$ cat src/rtl/decode_pkg.sv
// Shared types for the decode stage: opcode/funct encodings, ALU op enum and
// the decoded entry carried through the output buffer.
package decode_pkg;

    localparam int unsigned XLEN = 32;
    localparam int unsigned RA_W = 5;

    localparam logic [5:0] OP_RTYPE = 6'h00;
    localparam logic [5:0] OP_J     = 6'h02;
    localparam logic [5:0] OP_BEQ   = 6'h04;
    localparam logic [5:0] OP_BNE   = 6'h05;
    localparam logic [5:0] OP_ADDI  = 6'h08;
    localparam logic [5:0] OP_ANDI  = 6'h0C;
    localparam logic [5:0] OP_ORI   = 6'h0D;
    localparam logic [5:0] OP_LW    = 6'h23;
    localparam logic [5:0] OP_SW    = 6'h2B;

    localparam logic [5:0] FN_SLL = 6'h00;
    localparam logic [5:0] FN_ADD = 6'h20;
    localparam logic [5:0] FN_SUB = 6'h22;
    localparam logic [5:0] FN_AND = 6'h24;
    localparam logic [5:0] FN_OR  = 6'h25;
    localparam logic [5:0] FN_SLT = 6'h2A;

    typedef enum logic [3:0] {
        ALU_NOP = 4'd0,
        ALU_ADD = 4'd1,
        ALU_SUB = 4'd2,
        ALU_AND = 4'd3,
        ALU_OR  = 4'd4,
        ALU_SLT = 4'd5,
        ALU_SLL = 4'd6
    } alu_op_e;

    typedef struct packed {
        logic [XLEN-1:0] pc;
        logic [RA_W-1:0] rs;
        logic [RA_W-1:0] rt;
        logic [RA_W-1:0] rd;
        logic [XLEN-1:0] imm;
        alu_op_e         alu_op;
        logic            reg_write;
        logic            mem_read;
        logic            mem_write;
        logic            branch;
        logic            branch_ne;
        logic            jump;
        logic            use_imm;
        logic            illegal;
    } dec_entry_t;

endpackage

$ cat src/rtl/decode_if.sv
// Fetch-side and execute-side handshake of the decode stage.
interface decode_if;
    import decode_pkg::*;

    logic            in_valid;
    logic            in_ready;
    logic [XLEN-1:0] in_instr;
    logic [XLEN-1:0] in_pc;

    logic            out_valid;
    logic            out_ready;
    logic [XLEN-1:0] out_pc;
    logic [RA_W-1:0] out_rs;
    logic [RA_W-1:0] out_rt;
    logic [RA_W-1:0] out_rd;
    logic [XLEN-1:0] out_imm;
    alu_op_e         out_alu_op;
    logic            out_reg_write;
    logic            out_mem_read;
    logic            out_mem_write;
    logic            out_branch;
    logic            out_branch_ne;
    logic            out_jump;
    logic            out_use_imm;
    logic            out_illegal;

    modport slave (
        input  in_valid, in_instr, in_pc, out_ready,
        output in_ready, out_valid, out_pc, out_rs, out_rt, out_rd, out_imm,
               out_alu_op, out_reg_write, out_mem_read, out_mem_write,
               out_branch, out_branch_ne, out_jump, out_use_imm, out_illegal
    );

    modport master (
        output in_valid, in_instr, in_pc, out_ready,
        input  in_ready, out_valid, out_pc, out_rs, out_rt, out_rd, out_imm,
               out_alu_op, out_reg_write, out_mem_read, out_mem_write,
               out_branch, out_branch_ne, out_jump, out_use_imm, out_illegal
    );

endinterface

$ cat src/rtl/decode_logic.sv
// Combinational instruction decoder: instruction word + PC -> decoded entry.
module decode_logic
    import decode_pkg::*;
(
    input  logic [XLEN-1:0] instr_i,
    input  logic [XLEN-1:0] pc_i,
    output dec_entry_t      entry_c
);

    logic [5:0]      opcode;
    logic [5:0]      funct;
    logic [XLEN-1:0] sext_imm;
    logic [XLEN-1:0] zext_imm;
    logic [XLEN-1:0] br_imm;
    logic [XLEN-1:0] j_imm;

    assign opcode   = instr_i[31:26];
    assign funct    = instr_i[5:0];
    assign sext_imm = {{16{instr_i[15]}}, instr_i[15:0]};
    assign zext_imm = {16'h0000, instr_i[15:0]};
    assign br_imm   = {{14{instr_i[15]}}, instr_i[15:0], 2'b00};
    assign j_imm    = {pc_i[31:28], instr_i[25:0], 2'b00};

    always_comb begin
        entry_c    = '0;
        entry_c.pc = pc_i;
        entry_c.rs = instr_i[25:21];
        entry_c.rt = instr_i[20:16];
        entry_c.rd = instr_i[20:16];
        case (opcode)
            OP_RTYPE: begin
                entry_c.rd        = instr_i[15:11];
                entry_c.reg_write = 1'b1;
                case (funct)
                    FN_ADD: entry_c.alu_op = ALU_ADD;
                    FN_SUB: entry_c.alu_op = ALU_SUB;
                    FN_AND: entry_c.alu_op = ALU_AND;
                    FN_OR:  entry_c.alu_op = ALU_OR;
                    FN_SLT: entry_c.alu_op = ALU_SLT;
                    FN_SLL: begin
                        entry_c.alu_op  = ALU_SLL;
                        entry_c.imm     = XLEN'(instr_i[10:6]);
                        entry_c.use_imm = 1'b1;
                    end
                    default: begin
                        entry_c.reg_write = 1'b0;
                        entry_c.illegal   = 1'b1;
                    end
                endcase
            end
            OP_ADDI, OP_ANDI, OP_ORI, OP_LW: begin
                entry_c.use_imm   = 1'b1;
                entry_c.reg_write = 1'b1;
                entry_c.mem_read  = (opcode == OP_LW);
                entry_c.imm       = (opcode == OP_ANDI || opcode == OP_ORI) ? zext_imm : sext_imm;
                entry_c.alu_op    = (opcode == OP_ANDI) ? ALU_AND :
                                    (opcode == OP_ORI)  ? ALU_OR  : ALU_ADD;
            end
            OP_SW: begin
                entry_c.alu_op    = ALU_ADD;
                entry_c.imm       = sext_imm;
                entry_c.use_imm   = 1'b1;
                entry_c.mem_write = 1'b1;
            end
            OP_BEQ, OP_BNE: begin
                entry_c.alu_op    = ALU_SUB;
                entry_c.imm       = br_imm;
                entry_c.branch    = 1'b1;
                entry_c.branch_ne = (opcode == OP_BNE);
            end
            OP_J: begin
                entry_c.imm  = j_imm;
                entry_c.jump = 1'b1;
            end
            default: entry_c.illegal = 1'b1;
        endcase
    end

endmodule

$ cat src/rtl/decode_stage.sv
// Decode stage: combinational decode feeding a BUF_DEPTH-entry FIFO so fetch
// can keep streaming while execute stalls.
module decode_stage
    import decode_pkg::*;
#(
    parameter int unsigned BUF_DEPTH = 2
) (
    input  logic     clk,
    input  logic     rst_n,
    input  logic     flush,
    decode_if.slave  bus
);

    localparam int unsigned PTR_W = $clog2(BUF_DEPTH);
    localparam int unsigned CNT_W = PTR_W + 1;

    dec_entry_t       mem_q [BUF_DEPTH];
    dec_entry_t       hold_q;
    dec_entry_t       dec_c;
    dec_entry_t       head_c;
    logic [PTR_W-1:0] wr_ptr_q, wr_ptr_d;
    logic [PTR_W-1:0] rd_ptr_q, rd_ptr_d;
    logic [CNT_W-1:0] count_q, count_d;
    logic             push_c;
    logic             pop_c;

    decode_logic u_decode_logic (
        .instr_i (bus.in_instr),
        .pc_i    (bus.in_pc),
        .entry_c (dec_c)
    );

    // Handshake depends only on the registered count, never on out_ready.
    assign bus.in_ready  = (count_q != CNT_W'(BUF_DEPTH));
    assign bus.out_valid = (count_q != '0);
    assign push_c        = bus.in_valid && bus.in_ready && !flush;
    assign pop_c         = bus.out_valid && bus.out_ready && !flush;

    always_comb begin
        wr_ptr_d = wr_ptr_q;
        rd_ptr_d = rd_ptr_q;
        count_d  = count_q;
        if (flush) begin
            wr_ptr_d = '0;
            rd_ptr_d = '0;
            count_d  = '0;
        end else begin
            if (push_c) wr_ptr_d = wr_ptr_q + PTR_W'(1);
            if (pop_c)  rd_ptr_d = rd_ptr_q + PTR_W'(1);
            case ({push_c, pop_c})
                2'b10:   count_d = count_q + CNT_W'(1);
                2'b01:   count_d = count_q - CNT_W'(1);
                default: count_d = count_q;
            endcase
        end
    end

    // hold_q tracks the visible head so outputs stay put once the buffer drains.
    always_ff @(posedge clk or negedge rst_n) begin
        if (!rst_n) begin
            wr_ptr_q <= '0;
            rd_ptr_q <= '0;
            count_q  <= '0;
            hold_q   <= '0;
            for (int i = 0; i < BUF_DEPTH; i++) mem_q[i] <= '0;
        end else begin
            wr_ptr_q <= wr_ptr_d;
            rd_ptr_q <= rd_ptr_d;
            count_q  <= count_d;
            if (push_c)        mem_q[wr_ptr_q] <= dec_c;
            if (bus.out_valid) hold_q          <= mem_q[rd_ptr_q];
        end
    end

    assign head_c            = bus.out_valid ? mem_q[rd_ptr_q] : hold_q;
    assign bus.out_pc        = head_c.pc;
    assign bus.out_rs        = head_c.rs;
    assign bus.out_rt        = head_c.rt;
    assign bus.out_rd        = head_c.rd;
    assign bus.out_imm       = head_c.imm;
    assign bus.out_alu_op    = head_c.alu_op;
    assign bus.out_reg_write = head_c.reg_write;
    assign bus.out_mem_read  = head_c.mem_read;
    assign bus.out_mem_write = head_c.mem_write;
    assign bus.out_branch    = head_c.branch;
    assign bus.out_branch_ne = head_c.branch_ne;
    assign bus.out_jump      = head_c.jump;
    assign bus.out_use_imm   = head_c.use_imm;
    assign bus.out_illegal   = head_c.illegal;

endmodule

$ cat src/flat_wrapper.sv
// flat-port wrapper written by rule: the top's interface ports become plain ports
module decode_stage_flat import decode_pkg::*;
#(
    parameter int unsigned BUF_DEPTH = 2
)
  (clk, rst_n, flush, bus_in_valid, bus_in_instr, bus_in_pc, bus_out_ready, bus_in_ready, bus_out_valid, bus_out_pc, bus_out_rs, bus_out_rt, bus_out_rd, bus_out_imm, bus_out_alu_op, bus_out_reg_write, bus_out_mem_read, bus_out_mem_write, bus_out_branch, bus_out_branch_ne, bus_out_jump, bus_out_use_imm, bus_out_illegal);
  decode_if bus_i ();
  input  logic clk;
  input  logic rst_n;
  input  logic flush;
  input wire logic [$bits(bus_i.in_valid)-1:0] bus_in_valid;
  input wire logic [$bits(bus_i.in_instr)-1:0] bus_in_instr;
  input wire logic [$bits(bus_i.in_pc)-1:0] bus_in_pc;
  input wire logic [$bits(bus_i.out_ready)-1:0] bus_out_ready;
  output wire logic [$bits(bus_i.in_ready)-1:0] bus_in_ready;
  output wire logic [$bits(bus_i.out_valid)-1:0] bus_out_valid;
  output wire logic [$bits(bus_i.out_pc)-1:0] bus_out_pc;
  output wire logic [$bits(bus_i.out_rs)-1:0] bus_out_rs;
  output wire logic [$bits(bus_i.out_rt)-1:0] bus_out_rt;
  output wire logic [$bits(bus_i.out_rd)-1:0] bus_out_rd;
  output wire logic [$bits(bus_i.out_imm)-1:0] bus_out_imm;
  output wire logic [$bits(bus_i.out_alu_op)-1:0] bus_out_alu_op;
  output wire logic [$bits(bus_i.out_reg_write)-1:0] bus_out_reg_write;
  output wire logic [$bits(bus_i.out_mem_read)-1:0] bus_out_mem_read;
  output wire logic [$bits(bus_i.out_mem_write)-1:0] bus_out_mem_write;
  output wire logic [$bits(bus_i.out_branch)-1:0] bus_out_branch;
  output wire logic [$bits(bus_i.out_branch_ne)-1:0] bus_out_branch_ne;
  output wire logic [$bits(bus_i.out_jump)-1:0] bus_out_jump;
  output wire logic [$bits(bus_i.out_use_imm)-1:0] bus_out_use_imm;
  output wire logic [$bits(bus_i.out_illegal)-1:0] bus_out_illegal;
  assign bus_i.in_valid = bus_in_valid;
  assign bus_i.in_instr = bus_in_instr;
  assign bus_i.in_pc = bus_in_pc;
  assign bus_i.out_ready = bus_out_ready;
  assign bus_in_ready = bus_i.in_ready;
  assign bus_out_valid = bus_i.out_valid;
  assign bus_out_pc = bus_i.out_pc;
  assign bus_out_rs = bus_i.out_rs;
  assign bus_out_rt = bus_i.out_rt;
  assign bus_out_rd = bus_i.out_rd;
  assign bus_out_imm = bus_i.out_imm;
  assign bus_out_alu_op = bus_i.out_alu_op;
  assign bus_out_reg_write = bus_i.out_reg_write;
  assign bus_out_mem_read = bus_i.out_mem_read;
  assign bus_out_mem_write = bus_i.out_mem_write;
  assign bus_out_branch = bus_i.out_branch;
  assign bus_out_branch_ne = bus_i.out_branch_ne;
  assign bus_out_jump = bus_i.out_jump;
  assign bus_out_use_imm = bus_i.out_use_imm;
  assign bus_out_illegal = bus_i.out_illegal;
  decode_stage #(.BUF_DEPTH(BUF_DEPTH)) u_core (.clk(clk), .rst_n(rst_n), .flush(flush), .bus(bus_i));
endmodule
$ cat config.mk
export PLATFORM = sky130hd
export DESIGN_NAME = decode_stage_flat
export DESIGN_NICKNAME = d
export VERILOG_FILES = /design/src/rtl/decode_pkg.sv /design/src/rtl/decode_if.sv /design/src/rtl/decode_logic.sv /design/src/rtl/decode_stage.sv /design/src/flat_wrapper.sv
export SDC_FILE = /design/constraint.sdc
export NUM_CORES = 1
export LEC_CHECK = 0
export BUFFER_PORTS_ARGS = -buffer_cell sky130_fd_sc_hd__buf_2
export CAP_MARGIN = 20
export CORE_MARGIN = 1.5
export CORE_UTILIZATION = 40
export DETAILED_ROUTE_END_ITERATION = 10
export GPL_ROUTABILITY_DRIVEN = 0
export GPL_TIMING_DRIVEN = 0
export MAX_ROUTING_LAYER = met4
export REMOVE_ABC_BUFFERS = 1
export SYNTH_ARGS = -nofsm -noshare
export SYNTH_HDL_FRONTEND = slang
export SYNTH_SLANG_ARGS = --single-unit
export TNS_END_PERCENT = 5
$ cat constraint.sdc
create_clock -name clk -period 1.95 [get_ports clk]
set_input_delay 0.0975 -clock clk [delete_from_list [all_inputs] [get_ports clk]]
set_output_delay 0.0975 -clock clk [all_outputs]
set_load 0.03 [all_outputs]
==> results of run 1 <==
-- what timing repair did --
action | 4_1_cts | 5_1_grt
setup buffers | 21 | 13
cloned | 6 | 21
pin swaps | 7 | 22
hold endpoints to repair | 238 | 0
endpoints found under the setup margin | 256 | 122
hold buffers | 68 | 0
resized for setup | 113 | 270
-- final timing paths --
kind	start	endpoint	slack [ns]	cells past startpoint
setup / recovery	u_core.count_q[0]$_DFFE_PN0P_	u_core.mem_q[125]$_DFFE_PN0P_	-0.17	10
hold / removal	bus_in_instr[29]	u_core.mem_q[6]$_DFFE_PN0P_	0.05	3
setup reg to reg	u_core.count_q[0]$_DFFE_PN0P_	u_core.mem_q[125]$_DFFE_PN0P_	-0.17	10
hold reg to reg	u_core.mem_q[87]$_DFFE_PN0P_	u_core.mem_q[87]$_DFFE_PN0P_	0.47	2
max in group asynchronous	rst_n	u_core.rd_ptr_q$_DFFE_PN0P_	0.84	3
min in group asynchronous	rst_n	u_core.hold_q[87]$_DFF_PN0_	0.12	2
-- area by class of cell --
class                   count  area, µm²  share of cell area
flip-flops and latches    275       6890               0.414
multi-input cells         823       5180               0.311
repair buffers            295       3060               0.184
clock buffers              46        902              0.0542
well taps                 384        480              0.0289
clock inverters            10        133             0.00797
inverters                   2       7.51            0.000451
-- cell usage in the layout, fill, tap and decap left out, types with 4 or more instances in the layout --
cell type | Yosys | layout
a21oi_1 | 97 | 12
a21oi_2 | 0 | 74
a21oi_4 | 0 | 11
a221o_1 | 30 | 30
a31oi_1 | 9 | 9
a32oi_1 | 15 | 15
buf_12 | 0 | 12
buf_16 | 0 | 9
buf_2 | 13 | 69
buf_4 | 2 | 45
buf_6 | 2 | 69
buf_8 | 0 | 5
clkbuf_1 | 53 | 8
clkbuf_16 | 0 | 42
clkbuf_4 | 0 | 6
clkbuf_8 | 0 | 7
clkinv_2 | 0 | 4
dfrtp_1 | 275 | 271
dlygate4sd3_1 | 0 | 68
mux2i_1 | 96 | 83
mux2i_2 | 0 | 13
nand2_1 | 320 | 319
nand3_1 | 10 | 9
nor2_1 | 118 | 58
nor2_2 | 0 | 56
nor2_4 | 0 | 4
nor3_1 | 4 | 4
o211ai_1 | 5 | 5
o21ai_0 | 45 | 41
o21ai_1 | 4 | 8
or2_4 | 0 | 9
-- through the flow --
stage | setup TNS (ns) | setup WS (ns) | total power [mW] | hold slack, ns
floorplan | -628.59 | -2.38 | 9.98 | -0.198
global placement | -2459.72 | -5.17 | 11.2 | 0.306
detailed placement | -55.23 | -1.16 | 11.3 | 0.114
CTS | -15.07 | -0.255 | 17.8 | 0.0197
global route | -28.19 | -0.218 | 19.6 | 0.0674
finish | -16.74 | -0.168 | 18.8 | 0.0494
-- state kept, by name, indices dropped and copies added (netlist names) --
signal	cells
u_core.hold_q	91
u_core.mem_q	180
u_core.rd_ptr_q	1
u_core.wr_ptr_q	1
u_core.count_q	2
-- cell families after synthesis --
| kind of cell | count (synthesis) | share of synthesized area |
|---|---|---|
| simple gates | 487 | 0.169 |
| flops | 275 | 0.590 |
| xor+xnor | 3 | 0.00225 |
| buf+inv | 88 | 0.0316 |
| mux | 98 | 0.0843 |
| compound gates | 225 | 0.124 |
-- metal layers --
layer	global-route usage	vias to the layer above	wire length, µm
met3	0.0300	43	1920
met1	0.305	5008	17400
met4	0.0603	0	745
met5	-	-	0
li1	-	4522	-
met2	0.357	323	18600
-- Yosys cell counts, drive strengths merged, types with 3 or more instances --
library cell,number,area [µm²]
nand2,320,1200
a32oi,15,131
nor2,118,443
or2,3,18.8
a31oi,9,56.3
nor3,4,20.0
and3,4,25.0
nor2b,3,18.8
buf,33,163
clkbuf,53,199
nand2b,4,25.0
o21ai,50,254
xor2,3,26.3
mux2i,96,961
nand3,10,50.1
a21oi,97,485
a221o,30,300
dfrtp,275,6880
nor4,3,18.8
a211oi,5,62.6
nor3b,3,22.5
o211ai,5,37.5
-- where the power goes --
part           switching [mW]  internal, mW  total, mW
Sequential              0.580          6.85       7.43
Combinational            3.23          2.22       5.45
Clock                    2.36          3.57       5.94
-- worst max-delay path, stage by stage (launching register included) --
cell	delay, ns
dfrtp_2	0.49
buf_6	0.14
buf_6	0.11
nand2b_4	0.14
nand3b_1	0.18
clkbuf_16	0.21
buf_12	0.11
a211oi_4	0.03
buf_4	0.17
buf_12	0.13
a221o_1	0.27
==> impl_results.md, run 1 <==
- Critical path peak fanout: 7
- Ys async rst share: 1.00
- DRT iter0 DRCs: 730
- RSZ-0062 raised after global routing: true
- Die W: 174 µm
- Ant diodes: 0
- Setup Skew: 0.0104 ns
- CTS tree: built
- H-Tree Depth: 1
- Final WL: 38.6 mm
- Sink Count: 275
- Placed cells: 1,650
- Syn Area/Cell: 9.92 µm²
- Layout area overhead: 42.7%
- Endpoints failing setup: 188
- Fin util: 0.580
- Die Area: 0.0302 mm²
- Fin crit share: 1.09
- HPWL Detailed: 18.2 mm
- Setup crit end kind: register
- Num CTS Buffers: 31
- Largest net degree at the start of global routing: 105
- Number of synthesized register bits: 275
- Vias in the first global route: 9,431
- Seq/Total Area, Yosys: 0.590
- Setup crit start kind: register
- Final Hold Viols: 0
- # IOs: 162
- Drt first pass iters: 5
- CTS Root Cell: clkbuf_16
- Static Leak: 7.44 nW
- Port bufs: 161
- Worst-Skew Late Latency: 0.55 ns
- Initial antenna violation count: 0
- First-pass GRT wire length: 52.4 mm
- Worst-case clock buffer depth: 3
- Synth unique cells: 52
- Core area: 0.0287 mm²
- Synth Instances: 1,176
- Post-synth EDFFs: 0
- Worst-path clk slew: 0.06 ns
- Status: complete, but fails checks
- Die height: 174 µm
- WP data arrival: 2.54 ns
- Nets@finish: 1,497
- Post-route antenna net violation count: 0
- Fill cells: 2,467
- Fin. max-slew vios: 0
- Crit path kind: reg2reg
- Num rows: 62
- Final setup margin: -0.168 ns
- Drt wl/cell: 21.0 µm
- Share of layout cells above drive strength 1: 0.320
- Primary FF master, synth: dfrtp_1
- Max cap viols: 0
- Ys Warns: 0
- GR Util All Layers: 0.225
- Vias: 9,896
- Finished Cell Area: 0.0166 mm²
- Mapped Area: 0.0117 mm²
- Vias per cell: 5.39
- Relative slew slack: 0.484
- Effective utilization at floorplan: 0.407
- Layout Cells excl Fill: 1,835
- Placed Area: 0.0129 mm²
- Tightest Pin Transition: 0.767 ns
- # DRC: 0
- Power Density: 1130 mW/mm²
- CP required: 2.37 ns
- Worst hold path type: in2reg
- Violated checks: setup timing
- Highest clock rate: 472 MHz
- Tmin final: 2.12 ns
- Peak supply drop: 0.775 mV
- GRT overflow: 0
(Power assumes the default switching activity.)
==> run 2: changes to the inputs <==
--- a/config.mk
+++ b/config.mk
@@ -16,5 +16,6 @@
 export REMOVE_ABC_BUFFERS = 1
 export SYNTH_ARGS = -nofsm -noshare
 export SYNTH_HDL_FRONTEND = slang
+export SYNTH_HIERARCHICAL = 1
 export SYNTH_SLANG_ARGS = --single-unit
 export TNS_END_PERCENT = 5
==> run 2 against run 1 <==
  * Sequential cell count grew 2
  * First-iteration DRC count shrank 41%
  * Setup slack gained 0.082 ns
  * Critical path type is now reg2out
  * Power grew 0.28%
  * The flow still finishes with violations (setup timing)
  * Clock power grew 12%
  * Via count shrank 16%
  * Non-clock buffer count grew 9
  * Worst hold slack lost 0.0013 ns
  * Largest cell class unchanged
  * Critical path depth shrank 3
==> impl_results.md, run 2 <==
- Die height: 185 µm (+6.2%)
- H-Tree Depth: 2 (+1)
- Final Hold Viols: 0 (unchanged)
- Largest net degree at the start of global routing: 120 (+14%)
- Die W: 185 µm (+6.2%)
- Placed Area: 0.0141 mm² (+9.4%)
- Status: complete, but fails checks
- Drt first pass iters: 4 (-1)
- Seq/Total Area, Yosys: 0.526 (-0.0637)
- GR Util All Layers: 0.182 (-0.0434)
- Vias in the first global route: 8,535 (-9.5%)
- Post-route antenna net violation count: 0 (unchanged)
- Worst-path cell chain: nor2_4 -> buf_6 -> buf_12 -> buf_8 -> clkbuf_16 -> o21ai_4 -> buf_6
- Top Registers: u_core/mem_q (182), u_core/hold_q (91), u_core/count_q (2)
- Internal: 13.5 mW (+6.4%)
- RSZ-0062 raised after global routing: true
- WP buf/inv: 5 (-1)
- Initial antenna violation count: 0 (unchanged)
- Syn Area/Cell: 13.7 µm² (+38%)
- Reg power frac: 0.383 (-0.012)
- Synth Instances: 963 (-18%)
- Setup crit end kind: output port
- Synth cell count leaders: dfrtp_1 (277), mux2_4 (180), o21ai_0 (97)
- Crit path kind: reg2out
- Core area: 0.0325 mm² (+13%)
- Post-synth EDFFs: 0 (unchanged)
- Highest clock rate: 491 MHz (+4.0%)
- Critical path peak fanout: 6 (-1)
- Synth unique cells: 52 (unchanged)
- Primary FF master, synth: dfrtp_1
- Violated checks: setup timing
- Tmin final: 2.04 ns (-0.0818 ns)
- Mapped Area: 0.0132 mm² (+13%)
- Setup Skew: 0.0155 ns (+0.00509 ns)
- Most common cell type on the critical path: buf_6
- Die Area: 0.0340 mm² (+13%)
- Area leader, netlist: dfrtp_1
- Fin. max-slew vios: 0 (unchanged)
- Worst hold path type: in2reg
- CP delay by family, top: buffers and inverters
- Static Leak: 8.52 nW (+15%)
- Most flops, register: u_core/mem_q
- Net switching power: 5.42 mW (-12%)
- First-pass GRT wire length: 47.3 mm (-9.7%)
- Peak supply drop: 0.653 mV (-16%)
- Post-synth top area share: 0.526 (-0.0637)
- Max cap viols: 0 (unchanged)
- Vias: 8,356 (-16%)
- GRT overflow: 0 (unchanged)
- Worst-path clk slew: 0.06 ns (about the same)
- WP data arrival: 1.94 ns (-0.60 ns)
- Hold Slack: 0.0481 ns (-0.00133 ns)
- HPWL Detailed: 17.8 mm (-2.3%)
- Clock power frac: 0.353 (+0.038)
- Worst-Skew Late Latency: 0.51 ns (-0.04 ns)
- Ant diodes: 0 (unchanged)
- Final setup margin: -0.0857 ns (+0.0818 ns)
- # DRC: 0 (unchanged)
- Port bufs: 161 (unchanged)
- Effective utilization at floorplan: 0.406 (-0.000537)
- Fin crit share: 1.04 (-0.0420)
- Sw frac: 0.287 (-0.0408)
- Vias per cell: 5.01 (-7.1%)
- CP required: 1.85 ns (-0.52 ns)
- Worst-case clock buffer depth: 3 (unchanged)
- Main area contributors after synthesis: dfrtp_1 (53%), mux2_4 (21%), mux2i_1 (7.0%)
- Power Density: 1050 mW/mm² (-6.8%)
- Commonest non-fill, non-tap cell in the layout: dfrtp_1
- Max reg flops: 182 (+1.1%)
- Endpoints failing setup: 89 (-53%)
- Setup crit start kind: register
- CTS tree: built
- Slowest cell on crit path: dfrtp_2
- Logic pwr share: 0.264 (-0.026)
- Num CTS Buffers: 34 (+9.7%)
- Finished Cell Area: 0.0179 mm² (+7.6%)
- CTS Root Cell: clkbuf_16
- Tightest Pin Transition: 0.911 ns (+0.144 ns)
- Ys async rst share: 1.00 (unchanged)
- # IOs: 162 (unchanged)
- Most common cell in the netlist: dfrtp_1
- Nets@finish: 1,270 (-15%)
- Final WL: 33.9 mm (-12%)
- Ys Warns: 6 (+6)
- Sink Count: 277 (+0.73%)
- Num rows: 66 (+6.5%)
- Number of synthesized register bits: 277 (+0.73%)
- Drt wl/cell: 20.3 µm (-3.3%)
- DRT iter0 DRCs: 431 (-41%)
- Relative slew slack: 0.393 (-0.0916)
- Worst path max stage delay: 0.44 ns (-0.05 ns)
- Layout area overhead: 35.9%
- Share of layout cells above drive strength 1: 0.508 (+0.188)
- Commonest non-fill, non-tap cells in the layout: dfrtp_1 (274), mux2_4 (181), buf_6 (81)
run 2: changes by cell type after synthesis, moves of 11 or more:
| cell | previous run | this run |
|---|---|---|
| o21ai_0 | 45 | 97 |
| a21oi_1 | 97 | 6 |
| a22o_1 | 2 | 13 |
| clkbuf_1 | 53 | 14 |
| buf_1 | 16 | 2 |
| mux2_4 | 0 | 180 |
| a21o_1 | 2 | 17 |
| nand2_1 | 320 | 96 |
| a221o_1 | 30 | 3 |
| buf_12 | 0 | 19 |
| a32oi_1 | 15 | 1 |
| buf_4 | 2 | 45 |
| nor2_1 | 118 | 14 |
run 2: path summary, 6_finish.rpt:
check | depth (start not counted) | from | endpoint | slack [ns]
worst max-delay path | 7 | u_core/count_q[0]$_DFFE_PN0P_ | bus_out_pc[29] | -0.09
min in group asynchronous | 2 | rst_n | u_core/hold_q[79]$_DFF_PN0_ | 0.18
worst min-delay path | 3 | bus_in_instr[11] | u_core/mem_q[116]$_DFFE_PN0P_ | 0.05
worst min register to register | 2 | u_core/hold_q[77]$_DFF_PN0_ | u_core/hold_q[77]$_DFF_PN0_ | 0.48
worst max register to register | 9 | u_core/count_q[0]$_DFFE_PN0P_ | u_core/mem_q[123]$_DFFE_PN0P_ | -0.06
max in group asynchronous | 3 | rst_n | u_core/hold_q[89]$_DFF_PN0_ | 0.73
run 2: logic make-up (layout without fill, tap and decap cells):
family,Yosys count,count (layout),share of synthesized area
multiplexers,279,279,0.281
flip-flops,277,277,0.526
AND/OR/NAND/NOR,148,149,0.0542
AO/OA/AOI/OAI,147,147,0.0668
buffers and inverters,109,371,0.0705
XOR/XNOR,2,2,0.00133
other,1,1,0.000285
run 2: layer usage:
| metal | part of all wire | vias up | global-route usage | routed length [µm] |
|---|---|---|---|---|
| met1 | 0.45 | 4275 | 0.239 | 15400 |
| met5 | 0 | - | - | 0 |
| met3 | 0.045 | 46 | 0.0342 | 1530 |
| li1 | - | 3840 | - | - |
| met2 | 0.49 | 195 | 0.290 | 16500 |
| met4 | 0.015 | 0 | 0.0426 | 516 |
run 2: power by group through the flow:
stage	Clock [mW]	Combinational, mW	Sequential [mW]
floorplan	0	2.60	7.20
global placement	0	3.56	7.32
detailed placement	0	3.56	7.28
CTS	6.84	4.22	7.17
global route	7.10	5.30	7.33
finish	6.65	4.98	7.23
run 2: final cells by class:
cell class                 count  area, µm²
timing repair buffer         304       3320
fill                        2625      14500
clock inverter                13        170
inverter                       6       22.5
sequential                   277       6940
multi-input combinational    578       5880
clock buffer                  48       1030
tap                          442        553
run 2: timing repair:
action,in CTS,in global routing
setup endpoints to repair,248,164
hold endpoints to repair,208,0
cloned,4,22
pin swaps,3,14
buffers inserted,21,23
hold buffers,51,0
resized for setup,229,180
run 2: worst register-to-register path: cells and delay by family (launching register included):
kind,cells,cell delay [ns]
buffers and inverters,6,0.93
multiplexers,1,0.29
flip-flops,1,0.44
AND/OR/NAND/NOR,2,0.22
run 2: through the flow:
stage	instances	TNS (ns)	total power [mW]	setup slack [ns]	utilization
after floorplan	860	-1902.71	9.80	-7.44	-
after global placement	1463	-4161.89	10.9	-11.71	0.420
after detailed placement	1488	-49.85	10.8	-0.496	0.435
after CTS	1624	-8.69	18.2	-0.171	0.512
after global routing	1668	-12.57	19.7	-0.151	0.552
final	1668	-2.28	18.9	-0.0857	0.552
